===== src/rtl/layer_seq_ctrl.sv =====
// Conv-layer sequencer: preload weights and FMs, run layer_blk, then drain
// its output banks in order. Restartable from IDLE.
module layer_seq_ctrl #(
  parameter int W_DEPTH         = 9,
  parameter int FM_DEPTH        = 756,
  parameter int NUM_BANKS       = 3,
  parameter int OUT_DEPTH_FIRST = 250,
  parameter int OUT_DEPTH_MID   = 250,
  parameter int OUT_DEPTH_LAST  = 250,
  localparam int SRC_MAX = (W_DEPTH > FM_DEPTH) ? W_DEPTH : FM_DEPTH,
  localparam int OD_01   = (OUT_DEPTH_FIRST > OUT_DEPTH_MID) ?
                           OUT_DEPTH_FIRST : OUT_DEPTH_MID,
  localparam int OUT_MAX = (OD_01 > OUT_DEPTH_LAST) ? OD_01 : OUT_DEPTH_LAST,
  localparam int AW  = $clog2(SRC_MAX) + 1,
  localparam int WAW = $clog2(W_DEPTH) + 1,
  localparam int FAW = $clog2(FM_DEPTH) + 1,
  localparam int OW  = $clog2(OUT_MAX) + 1,
  localparam int BW  = $clog2(NUM_BANKS) + 1
) (
  input  logic           i_clk,
  input  logic           i_rst,
  input  logic           i_start,
  output logic           o_busy,
  output logic           o_src_rd_en,
  output logic           o_src_sel,
  output logic [AW-1:0]  o_src_rd_addr,
  output logic           o_w_wr_en,
  output logic [WAW-1:0] o_w_wr_addr,
  output logic           o_fm_wr_en,
  output logic [FAW-1:0] o_fm_wr_addr,
  output logic           o_layer_rst,
  input  logic           i_layer_done,
  input  logic           i_drain_ready,
  output logic [OW-1:0]  o_out_rd_addr,
  output logic [BW-1:0]  o_out_bank,
  output logic           o_out_valid,
  output logic           o_out_last,
  output logic           o_done
);

  typedef enum logic [2:0] {
    S_IDLE,
    S_LOAD_W,
    S_LOAD_FM,
    S_RUN,
    S_DRAIN,
    S_DONE
  } state_t;

  localparam logic [AW-1:0] W_LAST  = AW'(W_DEPTH - 1);
  localparam logic [AW-1:0] FM_LAST = AW'(FM_DEPTH - 1);
  localparam logic [OW-1:0] D_FIRST = OW'(OUT_DEPTH_FIRST - 1);
  localparam logic [OW-1:0] D_MID   = OW'(OUT_DEPTH_MID - 1);
  localparam logic [OW-1:0] D_LAST  = OW'(OUT_DEPTH_LAST - 1);
  localparam logic [BW-1:0] BANK_L  = BW'(NUM_BANKS - 1);

  state_t          state;
  logic            drain_fin;
  logic [OW-1:0]   addr_last;

  // Bank 0 always uses the FIRST depth, even when it is also the last bank.
  always_comb begin
    addr_last = D_MID;
    if (o_out_bank == '0)
      addr_last = D_FIRST;
    else if (o_out_bank == BANK_L)
      addr_last = D_LAST;
  end

  always_ff @(posedge i_clk or posedge i_rst) begin
    if (i_rst) begin
      state         <= S_IDLE;
      drain_fin     <= 1'b0;
      o_busy        <= 1'b0;
      o_src_rd_en   <= 1'b0;
      o_src_sel     <= 1'b0;
      o_src_rd_addr <= '0;
      o_w_wr_en     <= 1'b0;
      o_w_wr_addr   <= '0;
      o_fm_wr_en    <= 1'b0;
      o_fm_wr_addr  <= '0;
      o_layer_rst   <= 1'b1;
      o_out_rd_addr <= '0;
      o_out_bank    <= '0;
      o_out_valid   <= 1'b0;
      o_out_last    <= 1'b0;
      o_done        <= 1'b0;
    end else begin
      o_w_wr_en   <= 1'b0;
      o_fm_wr_en  <= 1'b0;
      o_out_valid <= 1'b0;
      o_out_last  <= 1'b0;
      o_done      <= 1'b0;
      case (state)
        S_IDLE: begin
          if (i_start) begin
            state         <= S_LOAD_W;
            o_busy        <= 1'b1;
            o_src_rd_en   <= 1'b1;
            o_src_sel     <= 1'b0;
            o_src_rd_addr <= '0;
          end
        end
        S_LOAD_W: begin
          o_w_wr_en   <= 1'b1;
          o_w_wr_addr <= WAW'(o_src_rd_addr);
          if (o_src_rd_addr == W_LAST) begin
            state         <= S_LOAD_FM;
            o_src_sel     <= 1'b1;
            o_src_rd_addr <= '0;
          end else begin
            o_src_rd_addr <= o_src_rd_addr + AW'(1);
          end
        end
        S_LOAD_FM: begin
          o_fm_wr_en   <= 1'b1;
          o_fm_wr_addr <= FAW'(o_src_rd_addr);
          if (o_src_rd_addr == FM_LAST) begin
            state         <= S_RUN;
            o_src_rd_en   <= 1'b0;
            o_src_sel     <= 1'b0;
            o_src_rd_addr <= '0;
            o_layer_rst   <= 1'b0;
          end else begin
            o_src_rd_addr <= o_src_rd_addr + AW'(1);
          end
        end
        S_RUN: begin
          if (i_layer_done) begin
            state       <= S_DRAIN;
            o_layer_rst <= 1'b1;
            drain_fin   <= 1'b0;
          end
        end
        S_DRAIN: begin
          if (drain_fin) begin
            state         <= S_DONE;
            drain_fin     <= 1'b0;
            o_done        <= 1'b1;
            o_out_rd_addr <= '0;
            o_out_bank    <= '0;
          end else if (i_drain_ready) begin
            o_out_valid <= 1'b1;
            if (o_out_rd_addr == addr_last) begin
              if (o_out_bank == BANK_L) begin
                drain_fin  <= 1'b1;
                o_out_last <= 1'b1;
              end else begin
                o_out_bank    <= o_out_bank + BW'(1);
                o_out_rd_addr <= '0;
              end
            end else begin
              o_out_rd_addr <= o_out_rd_addr + OW'(1);
            end
          end
        end
        S_DONE: begin
          state  <= S_IDLE;
          o_busy <= 1'b0;
        end
        default: state <= S_IDLE;
      endcase
    end
  end

endmodule


===== config.mk =====
export PLATFORM = sky130hd
export DESIGN_NAME = layer_seq_ctrl
export DESIGN_NICKNAME = d
export VERILOG_FILES = /design/src/rtl/layer_seq_ctrl.sv
export SDC_FILE = /design/constraint.sdc
export NUM_CORES = 1
export LEC_CHECK = 0
export ABC_AREA = 1
export CAP_MARGIN = 10
export CORE_MARGIN = 2
export CORE_UTILIZATION = 35
export DETAILED_ROUTE_END_ITERATION = 10
export GPL_TIMING_DRIVEN = 1
export PLACE_DENSITY = 0.66
export SETUP_SLACK_MARGIN = 0.2
export SLEW_MARGIN = 10
export SYNTH_ARGS = -nofsm -noshare
export SYNTH_HDL_FRONTEND = slang
export SYNTH_SLANG_ARGS = --single-unit
export TNS_END_PERCENT = 50

===== constraint.sdc =====
create_clock -name i_clk -period 1.9 [get_ports i_clk]
set_input_delay 0.285 -clock i_clk [delete_from_list [all_inputs] [get_ports i_clk]]
set_output_delay 0.285 -clock i_clk [all_outputs]
set_load 0.005 [all_outputs]

==> results_dict.tcl, run 1 <==
set metrics [dict create \
    status "finished, final reports clean" \
    route.detailed.drc 0 \
    dp_hpwl_mm 4.978 \
    die_h_um 92.77 \
    grt_max_degree 29 \
    path_max_fanout 8 \
    finalSetupViolCount 0 \
    hold_viol_final 0 \
    hold_buffers 0 \
    ys.flop_type "dfrtp_1" \
    rsz0062_at_grt "yes" \
    cts-root-buf "clkbuf_8" \
    finalSetupTns_ps 0 \
    htreeDepth 2 \
    synth.net_count 354 \
    holdWs_ps 162.4 \
    period_minus_slack_ps 1666 \
    syn_avg_cell_area_um2 8.040 \
    slowest_delay_ps 560 \
    numCtsBuffers 5 \
    share_seq_of_total_power_pct 53.1 \
    die_w_um 92.77 \
    switching_share_pct 25.77 \
    synth_edf_count 0 \
    start_kind "register" \
    p_leak_nw 1.723 \
    avgRoutedWirePerCell_um 13.36 \
    path_clk_slew_ps 100 \
    met1_usage_pct 21.93 \
    vias 2491 \
    vdd_drop_max_mv 0.2679 \
    tightestPinTransition_ps 354.0 \
    synth_cell_type_count 34 \
    drive_above_1_share_pct 10.17 \
    drt_iter0_drc 118 \
    grt_overflow 0 \
    reg2reg_from "o_src_rd_addr[0]" \
    ys_ff_latch 52 \
    netlist_top_cells_area "dfrtp_1 (46%), nand2_1 (13%), nand3_1 (7.1%), inv_1 (4.4%), o21ai_0 (3.8%)" \
    clock_latency_ps 310 \
    totalWireLength_mm 6.746 \
    start_util_pct 35.87 \
    grt_pass1_vias 2373 \
    design_area_um2 3540 \
    ys_async_sr_fraction_pct 100.0 \
    rows 32 \
    synth_area_um2 2758 \
    slew_viol_final 0 \
    crit_required_ps 1620 \
    syn_to_final_growth_pct 28.36 \
    antenna_found_initial 0 \
    busiest_layer "met2" \
    slowest_stage "clkdlybuf4s50_1" \
    antenna_cells 0 \
    combPwrFrac_pct 14.2 \
    fmax_ghz 0.6003 \
    track_usage_pct 16.68 \
    ant_nets 0 \
    clkPwrFrac_pct 32.7 \
    die_area_um2 8605 \
    p_int_mw 1.720 \
    grt_first_pass_wirelength_mm 11.45 \
    crit_start "o_src_rd_addr[2]" \
    io_pins 53 \
    cp_data_arrival_time_ps 1380 \
    end_kind "primary output" \
    slew_headroom_pct 76.40 \
    finClkSkew_ps 10.59 \
    numClockSinks 52 \
    final_util_pct 46.04 \
    yosysTopAreaCell "dfrtp_1" \
    power.total_mw 2.318 \
    min_path_type "primary input to async pin" \
    finalCritPeriodShare_pct 87.68 \
    synth_top_area_share_pct 46.28 \
    ys_seq_area_share_pct 47.23 \
    p_per_area_nw_per_um2 654.8 \
    cp_top_family "buffers and inverters" \
    placed_area_um2 3395 \
    port_buffers 52 \
    cts_tree "yes" \
    path_class "register to primary output" \
    place.gp.congestion 0.9169 \
    clock_path_buffers 2 \
    grt_use_met2_pct 27.60 \
    cp.buffers_inverters 1 \
    nets 413 \
    synthCells 343 \
    via_per_inst 4.933 \
    p_switching_uw 597.4 \
    firstDrtPassIters 4 \
    worstPathCellList "clkdlybuf4s50_1" \
    ys_warn_count 0 \
    maxCapViolCount 0 \
    fp.coreArea_um2 7687 \
    use_met3_pct 3.417 \
]
==> layout make-up <==
cell class | count | area [µm²]
Timing Repair Buffer | 59 | 573.1
Inverter | 38 | 147.6
Multi-Input combinational cell | 246 | 1279
Fill cell | 778 | 4148
Sequential cell | 52 | 1305
Clock inverter | 2 | 35.03
Tap cell | 102 | 127.6
Clock buffer | 6 | 72.57
==> metal layers <==
metal  share of wire (%)  up-vias
li1                    -     1246
met4                 1.3        0
met3                 5.4        7
met5                   0        -
met2                  47       70
met1                  47     1168
==> what timing repair did <==
action	in CTS	in global routing
buffers inserted	0	3
pin swaps	0	1
setup endpoints to repair	1	17
gates resized for setup	1	5
==> cells in the final DEF, fill, tap and decap left out, types with 2 or more instances in the layout <==
master,synthesis,final
o22ai_1,2,2
inv_2,4,5
nand4_1,12,12
a21oi_1,2,2
o21bai_1,2,2
nand3_1,39,38
ha_1,6,6
nand2_2,3,2
nor2_2,2,3
nand2_4,1,2
clkbuf_8,0,5
inv_1,32,31
buf_4,1,7
nor2_4,2,2
nand3_2,2,3
o21ai_2,2,2
nor3_1,6,6
inv_4,2,2
nand3_4,2,2
o211ai_1,2,2
nor2_1,27,26
xor2_1,6,6
clkdlybuf4s50_1,0,52
dfrtp_1,51,49
dfrtp_2,0,2
o21ai_1,7,8
o21ai_0,21,20
nand2_1,95,95
==> flip-flops by register name, summed over array words and instances (netlist names), 3 cells and up <==
| signal | count |
|---|---|
| o_out_bank | 3 |
| o_out_rd_addr | 9 |
| o_src_rd_addr | 11 |
| state | 3 |
| o_fm_wr_addr | 11 |
| o_w_wr_addr | 5 |
==> cell usage after synthesis, types with 3 or more instances <==
| cell | number |
|---|---|
| nand4_1 | 12 |
| ha_1 | 6 |
| nand2_2 | 3 |
| inv_2 | 4 |
| xor2_1 | 6 |
| nor3_1 | 6 |
| nand2_1 | 95 |
| nand3_1 | 39 |
| buf_2 | 3 |
| inv_1 | 32 |
| o21ai_0 | 21 |
| o21ai_1 | 7 |
| nor2_1 | 27 |
| dfrtp_1 | 51 |
==> final timing paths <==
check                                    to  slack (ps)  cells past startpoint
setup / recovery           o_src_rd_addr[2]         230                      1
setup reg to reg           o_src_rd_addr[9]         330                      8
hold reg to reg                 o_layer_rst         470                      2
max in group asynchronous       o_layer_rst        1150                      3
min in group i_clk              o_layer_rst         470                      2
hold / removal             o_out_rd_addr[7]         160                      2
==> stage by stage <==
step	worst slack (ps)	std cells
6_report	234.0	505
5_1_grt	169.8	505
4_1_cts	216.0	502
3_5_place_dp	266.2	494
3_3_place_gp	306.9	494
2_1_floorplan	358.8	343
==> power by group through the flow <==
stage	logic (mW)	clock network (mW)	registers (mW)
3_3_place_gp	0.320	0	1.25
5_1_grt	0.375	0.821	1.24
6_report	0.328	0.759	1.23
3_5_place_dp	0.320	0	1.25
2_1_floorplan	0.196	0	1.23
4_1_cts	0.322	0.777	1.23
==> kinds of logic (layout without fill, tap and decap cells) <==
family,Yosys count,after routing,share of synthesized area (%)
buffers and inverters,45,105,6.851
AND/OR/NAND/NOR,195,195,33.35
AO/OA/AOI/OAI,38,38,7.622
flip-flops,52,52,47.23
adder cells (fa/ha/maj),6,6,2.722
XOR/XNOR,7,7,2.223
(Power assumes the default switching activity.)
==> run 2, diff against run 1 <==
Clock period 1.9 ns to 2.1 ns, I/O delays scaled along.
==> run 2 against run 1 <==
Non-clock buffer count fell by 5. Cell area fell by 0.42%. Critical path depth unchanged. Cell count down 0.99%. Sequential share of layout area grew 0.086 points. Via count barely moved. Power decreased by 3.4%. Sequential cell count unchanged. Register-to-register slack improved by 90 ps. Routed wire length is 0.80% higher. Clock skew decreased by 7.8 ps. Clock power up 7.9%.
==> results_dict.tcl, run 2 (synthesis results as in run 1) <==
set metrics [dict create \
    fmax_ghz 0.5705 \
    die_w_um 92.77 \
    finalSetupViolCount 0 \
    rsz0062_at_grt "no" \
    antenna_cells 0 \
    worstPathCellList "clkdlybuf4s50_1" \
    end_kind "primary output" \
    p_leak_nw 1.715 \
    drive_above_1_share_pct 8.040 \
    reg2reg_from "o_out_rd_addr[0]" \
    cp_data_arrival_time_ps 1440 \
    slowest_delay_ps 580 \
    maxCapViolCount 0 \
    track_usage_pct 16.71 \
    met2WireLength_mm 3.254 \
    ant_nets 0 \
    htreeDepth 2 \
    hold_buffers 0 \
    slew_headroom_pct 73.90 \
    cts-root-buf "clkbuf_8" \
    crit_required_ps 1780 \
    rows 32 \
    cts_resized 0 \
    top_layer "met4" \
    regToRegEndpoint "o_out_bank[1]" \
    clock_latency_ps 310 \
    final_util_pct 45.85 \
    cp_top_family "buffers and inverters" \
    finClkSkew_ps 2.765 \
    tightestPinTransition_ps 391.0 \
    cts_setup_buffers 0 \
    grt_pass1_vias 2422 \
    die_area_um2 8605 \
    start_util_pct 35.87 \
    port_buffers 52 \
    p_per_area_nw_per_um2 635.0 \
    fill_cells 758 \
    via_per_inst 4.978 \
    numClockSinks 52 \
    cts_tree "yes" \
    vias 2489 \
    r2r_cells 9 \
    firstDrtPassIters 5 \
    grt_overflow 0 \
    final_cell_mix "nand2_1 (95), clkdlybuf4s50_1 (52), dfrtp_1 (51), nand3_1 (39), inv_1 (31)" \
    finalWorstSetupSlack_ps 347.2 \
    slowest_stage "clkdlybuf4s50_1" \
    period_minus_slack_ps 1753 \
    die_h_um 92.77 \
    avgRoutedWirePerCell_um 13.60 \
    nets 408 \
    antenna_found_initial 0 \
    hold_viol_final 0 \
    crit_cells 1 \
    min_path_type "primary input to async pin" \
    crit_start "o_src_rd_addr[5]" \
    cp.buffers_inverters 1 \
    post-place-ws_ps 428.5 \
    vdd_drop_max_mv 0.3425 \
    wl_met3_um 319 \
    status "finished, final reports clean" \
    finalCritPeriodShare_pct 83.46 \
    finalSetupTns_ps 0 \
    m1WireLength_mm 3.124 \
    totalWireLength_mm 6.800 \
    final_common_cell "nand2_1" \
    syn_to_final_growth_pct 27.81 \
    largestRegisters "o_fm_wr_addr x11, o_src_rd_addr x11, o_out_rd_addr x9" \
    slew_viol_final 0 \
    holdWs_ps 296.4 \
    crit_path_end "o_src_rd_addr[5]" \
    clock_path_buffers 2 \
    grt_first_pass_wirelength_mm 11.47 \
    path_clk_slew_ps 90 \
    io_pins 53 \
    path_max_fanout 10 \
    numCtsBuffers 5 \
    fp.coreArea_um2 7687 \
    place.gp.congestion 0.8911 \
    regToRegSetupSlack_ps 420 \
    dp_hpwl_mm 4.987 \
    route.detailed.drc 0 \
    start_kind "register" \
    path_class "register to primary output" \
    grt_max_degree 28 \
    drt_iter0_drc 155 \
]
run 2: worst min-delay path by stage:
| stage | start | to | slack (ps) | cells after the start |
|---|---|---|---|---|
| global placement | o_layer_rst | o_layer_rst | 460 | 2 |
| detailed placement | o_src_sel | o_src_sel | 460 | 2 |
| CTS | i_rst | o_out_valid | 320 | 2 |
| finish | i_rst | o_out_rd_addr[6] | 300 | 2 |
| floorplan | o_layer_rst | o_layer_rst | 450 | 2 |
| global route | i_rst | o_out_rd_addr[8] | 340 | 2 |
run 2: routing by layer:
metal	global-route usage (%)	vias to the layer above
li1	-	1230
met1	21.73	1177
met2	27.60	73
met3	3.499	9
met4	5.760	0
met5	0	-
run 2: cell type report:
| cell class | count | area (µm²) | area share (%) |
|---|---|---|---|
| clock buffers | 6 | 72.57 | 2.059 |
| clock inverters | 2 | 60.06 | 1.704 |
| inverters | 38 | 147.6 | 4.189 |
| multi-input cells | 246 | 1266 | 35.92 |
| flip-flops and latches | 52 | 1303 | 36.95 |
| well taps | 102 | 127.6 | 3.621 |
| repair buffers | 54 | 548.0 | 15.55 |
run 2: metrics by stage:
stage                     power, mW  area, µm²  instances
after floorplan               1.294       2758        343
after global placement        1.421       3392        492
after detailed placement      1.438       3392        492
after CTS                     2.247       3525        500
after global routing          2.334       3525        500
final                         2.238       3525        500
run 2: where the power goes:
group | switching [mW] | leakage, nW | total [mW] | internal (mW)
Sequential | 0.0854 | 0.646 | 1.13 | 1.04
Combinational | 0.138 | 1.00 | 0.291 | 0.153
Clock | 0.342 | 0.0654 | 0.819 | 0.477
Total | 0.565 | 1.71 | 2.24 | 1.67
